==> config.mk <==
export PLATFORM = sky130hd
export DESIGN_NAME = syringe_controller
export DESIGN_NICKNAME = d
export VERILOG_FILES = /design/src/rtl/syringe_pkg.sv /design/src/rtl/syringe_slot.sv /design/src/rtl/syringe_controller.sv
export SDC_FILE = /design/constraint.sdc
export NUM_CORES = 1
export LEC_CHECK = 0
export BUFFER_PORTS_ARGS = -buffer_cell sky130_fd_sc_hd__buf_2
export CELL_PAD_IN_SITES_DETAIL_PLACEMENT = 1
export CELL_PAD_IN_SITES_GLOBAL_PLACEMENT = 2
export CORE_ASPECT_RATIO = 1.2
export CORE_MARGIN = 3
export CORE_UTILIZATION = 40
export CTS_CLUSTER_SIZE = 8
export DETAILED_ROUTE_END_ITERATION = 6
export PLACE_DENSITY_LB_ADDON = 0.1
export SYNTH_ARGS = -nofsm -noshare
export SYNTH_HDL_FRONTEND = slang
export SYNTH_SLANG_ARGS = --single-unit
==> constraint.sdc <==
create_clock -name clk -period 7 [get_ports clk]
set_input_delay 0.35 -clock clk [delete_from_list [all_inputs] [get_ports clk]]
set_output_delay 0.35 -clock clk [all_outputs]
set_load 0.05 [all_outputs]
==> src/rtl/syringe_pkg.sv <==
// Shared slot-state encoding, default geometry/timing constants and a span-test helper.
package syringe_pkg;

    typedef enum logic [1:0] {
        SLOT_FREE    = 2'd0,
        SLOT_FALLING = 2'd1,
        SLOT_HIT     = 2'd2
    } slot_state_t;

    localparam int NUM_SLOTS_DEF    = 4;
    localparam int SPAWN_PERIOD_DEF = 120;
    localparam int FALL_SPEED_DEF   = 2;
    localparam int OBJ_SIZE_DEF     = 32;
    localparam int SCREEN_W_DEF     = 640;
    localparam int SCREEN_H_DEF     = 480;
    localparam int HIT_FRAMES_DEF   = 8;

    // True when base <= p < base+size; widened so base+size cannot wrap.
    function automatic logic in_span(input logic [10:0] p, input logic [10:0] base, input int size);
        logic [11:0] lo;
        lo = {1'b0, base};
        return ({1'b0, p} >= lo) && ({1'b0, p} < lo + 12'(size));
    endfunction

endpackage

==> src/rtl/syringe_slot.sv <==
// One falling syringe: FREE -> FALLING -> (HIT blink countdown | off-screen) -> FREE.
// State, position and hit counter all update on the clock edge; a hit beats motion.
module syringe_slot
    import syringe_pkg::*;
#(
    parameter int OBJ_SIZE   = OBJ_SIZE_DEF,
    parameter int SCREEN_H   = SCREEN_H_DEF,
    parameter int FALL_SPEED = FALL_SPEED_DEF,
    parameter int HIT_FRAMES = HIT_FRAMES_DEF
) (
    input  logic        clk,
    input  logic        reset,
    input  logic        frame,
    input  logic        spawn,
    input  logic [10:0] spawn_x,
    input  logic        hit,
    output logic [10:0] x,
    output logic [10:0] y,
    output slot_state_t state,
    output logic        drawable,
    output logic        leaving
);

    localparam logic [11:0] Y_LIMIT = 12'(SCREEN_H - OBJ_SIZE);

    logic [3:0]  hit_cnt;
    logic [11:0] y_next;
    logic [3:0]  cnt_dec;

    assign y_next  = {1'b0, y} + 12'(FALL_SPEED);
    assign cnt_dec = hit_cnt - 4'd1;

    // Once the bottom edge reaches the last scan line the object counts as gone.
    assign leaving  = (state == SLOT_FALLING) && frame && !hit && (y_next >= Y_LIMIT);
    assign drawable = (state == SLOT_FALLING) || ((state == SLOT_HIT) && hit_cnt[0]);

    always_ff @(posedge clk) begin
        if (reset) begin
            state   <= SLOT_FREE;
            x       <= '0;
            y       <= '0;
            hit_cnt <= '0;
        end else begin
            case (state)
                SLOT_FREE: begin
                    if (spawn) begin
                        state <= SLOT_FALLING;
                        x     <= spawn_x;
                        y     <= '0;
                    end
                end
                SLOT_FALLING: begin
                    if (hit) begin
                        state   <= SLOT_HIT;
                        hit_cnt <= 4'(HIT_FRAMES);
                    end else if (frame) begin
                        if (y_next >= Y_LIMIT) state <= SLOT_FREE;
                        else                   y     <= y_next[10:0];
                    end
                end
                SLOT_HIT: begin
                    if (frame) begin
                        hit_cnt <= cnt_dec;
                        if (cnt_dec == 4'd0) state <= SLOT_FREE;
                    end
                end
                default: state <= SLOT_FREE;
            endcase
        end
    end

endmodule

==> src/rtl/syringe_controller.sv <==
// Periodic spawner over a pool of syringe slots plus a registered per-pixel sprite selector.
// Pixel outputs lag pixelX/pixelY by one clock; lowest-index drawable slot wins overlaps.
module syringe_controller
    import syringe_pkg::*;
#(
    parameter int NUM_SLOTS    = NUM_SLOTS_DEF,
    parameter int SPAWN_PERIOD = SPAWN_PERIOD_DEF,
    parameter int FALL_SPEED   = FALL_SPEED_DEF,
    parameter int OBJ_SIZE     = OBJ_SIZE_DEF,
    parameter int SCREEN_W     = SCREEN_W_DEF,
    parameter int SCREEN_H     = SCREEN_H_DEF,
    parameter int HIT_FRAMES   = HIT_FRAMES_DEF
) (
    input  logic                 clk,
    input  logic                 reset,
    input  logic                 startOfFrame,
    input  logic                 enable,
    input  logic [10:0]          pixelX,
    input  logic [10:0]          pixelY,
    input  logic [10:0]          spawnX,
    input  logic [NUM_SLOTS-1:0] hitSlot,
    output logic [10:0]          offsetX,
    output logic [10:0]          offsetY,
    output logic                 insideRectangle,
    output logic [1:0]           activeSlot,
    output logic [NUM_SLOTS-1:0] slotBusy,
    output logic                 missedPulse,
    output logic                 spawnDropped
);

    localparam int          FC_W  = (SPAWN_PERIOD > 1) ? $clog2(SPAWN_PERIOD) : 1;
    localparam logic [10:0] X_MAX = 11'(SCREEN_W - OBJ_SIZE);

    logic [FC_W-1:0]      frame_cnt;
    logic                 spawn_try;
    logic [10:0]          spawn_x_c;
    logic [NUM_SLOTS-1:0] spawn_vec;
    logic                 any_free;

    logic [10:0]          slot_x  [NUM_SLOTS];
    logic [10:0]          slot_y  [NUM_SLOTS];
    slot_state_t          slot_st [NUM_SLOTS];
    logic [NUM_SLOTS-1:0] slot_draw;
    logic [NUM_SLOTS-1:0] slot_leave;

    logic                 sel_hit;
    logic [1:0]           sel_idx;
    logic [10:0]          sel_ox;
    logic [10:0]          sel_oy;

    assign spawn_try = startOfFrame && (frame_cnt == FC_W'(SPAWN_PERIOD - 1));
    assign spawn_x_c = (spawnX > X_MAX) ? X_MAX : spawnX;

    always_ff @(posedge clk) begin
        if (reset)             frame_cnt <= '0;
        else if (startOfFrame) frame_cnt <= spawn_try ? '0 : frame_cnt + FC_W'(1);
    end

    // Allocation looks at the pre-update states, so a slot freed this cycle is not reused until the next attempt.
    always_comb begin
        spawn_vec = '0;
        any_free  = 1'b0;
        for (int i = 0; i < NUM_SLOTS; i++) begin
            if (!any_free && slot_st[i] == SLOT_FREE) begin
                any_free     = 1'b1;
                spawn_vec[i] = spawn_try & enable;
            end
        end
    end

    for (genvar g = 0; g < NUM_SLOTS; g++) begin : g_slot
        syringe_slot #(
            .OBJ_SIZE  (OBJ_SIZE),
            .SCREEN_H  (SCREEN_H),
            .FALL_SPEED(FALL_SPEED),
            .HIT_FRAMES(HIT_FRAMES)
        ) u_slot (
            .clk     (clk),
            .reset   (reset),
            .frame   (startOfFrame),
            .spawn   (spawn_vec[g]),
            .spawn_x (spawn_x_c),
            .hit     (hitSlot[g]),
            .x       (slot_x[g]),
            .y       (slot_y[g]),
            .state   (slot_st[g]),
            .drawable(slot_draw[g]),
            .leaving (slot_leave[g])
        );
        assign slotBusy[g] = (slot_st[g] != SLOT_FREE);
    end

    always_comb begin
        sel_hit = 1'b0;
        sel_idx = '0;
        sel_ox  = '0;
        sel_oy  = '0;
        for (int i = 0; i < NUM_SLOTS; i++) begin
            if (!sel_hit && slot_draw[i] &&
                in_span(pixelX, slot_x[i], OBJ_SIZE) && in_span(pixelY, slot_y[i], OBJ_SIZE)) begin
                sel_hit = 1'b1;
                sel_idx = 2'(i);
                sel_ox  = pixelX - slot_x[i];
                sel_oy  = pixelY - slot_y[i];
            end
        end
    end

    always_ff @(posedge clk) begin
        if (reset) begin
            offsetX         <= '0;
            offsetY         <= '0;
            insideRectangle <= 1'b0;
            activeSlot      <= '0;
            missedPulse     <= 1'b0;
            spawnDropped    <= 1'b0;
        end else begin
            offsetX         <= sel_ox;
            offsetY         <= sel_oy;
            insideRectangle <= sel_hit;
            activeSlot      <= sel_idx;
            missedPulse     <= |slot_leave;
            spawnDropped    <= spawn_try && enable && !any_free;
        end
    end

endmodule

==> impl_metrics.csv <==
group,metric,value,unit
worst_setup_path,rr_worst_depth,12,
yosys,synth_top_area_cell,"dfxtp_1",
worst_setup_path,timing.rr.end,"offsetY[3]",
detailed_routing,drt_iter0_drc,608,
detailed_routing,via_per_inst,5.76,
power,power_density,154,nW/um^2
cells_and_area,synthToLayoutAreaGrowth,10.7,%
yosys,synth_most_common_cell,"ha_1",
global_routing,track_usage,0.268,
min_path,hold-path-cell-count,2,
sta,layout_min_cycle_time,4.17,ns
yosys,yosys-top-cells-area,"dfxtp_1, ha_1, xnor2_1, a21oi_1, nand2_1",
place,placed_cells_incl_taps,2043,
worst_setup_path,cp.arrival,4.53,ns
place,portBuffers,71,
global_routing,grt_use_met2,0.486,
yosys,synth_top_area_share,0.231,
power,p_leak,5.03,nW
yosys,ys.flop_type,"dfxtp_1",
detailed_routing,firstDrtPassIters,5,
min_path,holdCritPathClass,"input pin to register",
worst_setup_path,crit_path_end_kind,"register",
worst_setup_path,worst-r2r-setup-slack,2.83,ns
min_path,worstHoldStart,"pixelY[0]",
cts,cts_setup_buffers,0,
cells_and_area,fin_cells,2075,
worst_setup_path,critPathKind,"register to register",
floorplanning,ios,72,
cts,holdBufCountCts,0,
detailed_routing,drc,0,
min_path,min_to,"offsetY[0]",
yosys,synth_cell_types,75,
detailed_routing,via_count,11944,
cts,htree_levels,4,
place,hpwlAfterDp,35.5,mm
yosys,synth.avg_cell_area,7.59,sq um
job,max-cap-violations,0,
floorplanning,coreArea,30000,sq um
cts,cts.sinks,142,
global_routing,gr-max-usage-layer,"met2",
floorplanning,num_rows,69,
floorplanning,initial_utilization,0.410,
yosys,synthArstFlopShare,0,
sta,finalCritPeriodShare,0.596,
yosys,ys.warnings.count,0,
sta,setup_violations,0,
power,max-vdd-ir-drop,0.000115,V
place,place.gp.congestion,0.928,
worst_setup_path,cp_max_fo,12,
cells_and_area,nNetsFinal,1874,
global_routing,met1_usage,0.330,
status,run_status,"finished clean",
global_routing,grt_pass1_wl,69.5,mm
floorplanning,die_area,32900,sq um
cts,cts-resized-gates,0,
worst_setup_path,worstSetupStartpointType,"register",
detailed_routing,wl_per_cell,21.5,microns
yosys,synth_commonest_cells,"ha_1, a21oi_1, nand2_1",
sta,grt_setup_unrepaired,"false",
sta,relSlewSlack,0.129,
worst_setup_path,r2r-start,"g_slot[1].u_slot.y[5]",
global_routing,grt_pass1_vias,12283,
cells_and_area,drive_gt1_frac,0.0783,
sta,worst_pin_slew,1.31,ns
sta,drv_slew,0,
yosys,postSynthCellCount,1620,
cells_and_area,antenna_cells,0,
yosys,seq_area_frac_synth,0.231,
sta,fin_tns_setup,0,ns
floorplanning,die_width,166,microns
global_routing,antenna_found_initial,0,
cts,root_buffer,"clkbuf_16",
sta,finalHoldViolCount,0,
cts,clkTransAtPathRegs,0.07,ns
cts,clock_path_buffers,2,
worst_setup_path,cp_data_required_time,7.36,ns
cts,cts_tree,"built",
global_routing,grt.overflow.total,0,
yosys,synth_area,12300,sq um
global_routing,grt_util_met3,0.0226,
sta,skew,0.0199,ns
sta,clock.fmax,0.240,GHz
cts,clock_latency,0.44,ns
detailed_routing,postRouteAntennaNets,0,
global_routing,grt_max_degree,76,
floorplanning,die_h,198,microns
cts,numCtsBuffers,17,
yosys,synth_edf_count,0,
detailed_routing,routed_wl,44.7,mm
yosys,synth-seq-cells,142,
-- worst max-delay path, cell delays in order (launching register included) --
cell and delay, ns:
dfxtp_1 0.44, ha_1 0.28, nand3_1 0.12, xnor2_1 0.15, ha_1 0.29, o21ai_0 0.08, nor2_1 0.06, nor4_1 0.24
a21o_1 0.23, nand4_1 0.47, a21oi_1 1.19, a22oi_1 0.27, a31oi_1 0.26
-- kinds of logic after synthesis --
logic type	share of synthesized area
AOI/OAI and AO/OA	0.213
xor gates and xnor gates	0.0805
adders and majority gates	0.169
buffers and inverters	0.0578
DFF	0.231
muxes	0.00835
other	0.000611
and+or+nand+nor	0.240
-- metal layers --
metal / vias up / wire [microns]
met4: 0 / 1630
met3: 54 / 882
li1: 5929 / -
met2: 164 / 22400
met1: 5797 / 19800
met5: - / 0
-- flip-flops by register name (all words and copies together) (netlist names) --
name,flops
g_slot.u_slot.state,8
missedPulse,1
g_slot.u_slot.y,40
spawnDropped,1
activeSlot,2
frame_cnt,7
g_slot.u_slot.hit_cnt,16
offsetY,11
g_slot.u_slot.x,44
offsetX,11
insideRectangle,1
-- report_power, final --
group          internal [W]  switching (W)
logic              0.000123       0.000210
registers          0.000808     0.00000116
clock network      0.000523       0.000424
total               0.00145       0.000636
-- layout by cell type (no fill, tap or decap), types with 21 or more instances in the layout --
master and count:
a211oi_1 21, a21oi_1 147, a31oi_1 25, buf_2 70
dfxtp_1 142, ha_1 153, inv_1 137, nand2_1 147
nand2b_1 32, nand3_1 92, nand4_1 36, nor2_1 136
nor3_1 56, o21ai_0 68, xnor2_1 88, xor2_1 25
-- per-stage QoR --
stage               instance area [sq um]  total power [W]  setup slack (ns)  hold WS, ns   util
detailed placement                  13000          0.00116              2.92        0.449  0.434
floorplan                           12300          0.00105              4.05        0.432      -
global route                        13600          0.00219              2.47        0.148  0.454
finish                              13600          0.00209              2.83        0.158  0.454
global placement                    13000          0.00115              2.81        0.440  0.434
CTS                                 13600          0.00211              2.94        0.138  0.454
-- how the worst max path moves through the flow --
stage	startpoint	endpoint	cells past startpoint
2_1_floorplan	pixelX[0]	offsetX[0]	13
3_3_place_gp	pixelX[7]	offsetY[0]	10
3_5_place_dp	pixelX[0]	offsetX[1]	13
4_1_cts	g_slot[1].u_slot.y[5]	offsetY[3]	12
5_1_grt	g_slot[1].u_slot.y[5]	offsetY[3]	12
6_report	g_slot[1].u_slot.y[5]	offsetY[3]	12
-- cell type report --
type / instances / area, sq um
Clock inverter: 13 / 141
Clock buffer: 19 / 453
Tap cell: 390 / 488
Timing Repair Buffer: 78 / 410
Inverter: 137 / 514
Fill cell: 3753 / 16400
Sequential cell: 142 / 2840
Multi-Input combinational cell: 1296 / 8750
No activity file was read; power rests on OpenSTA's default activity.
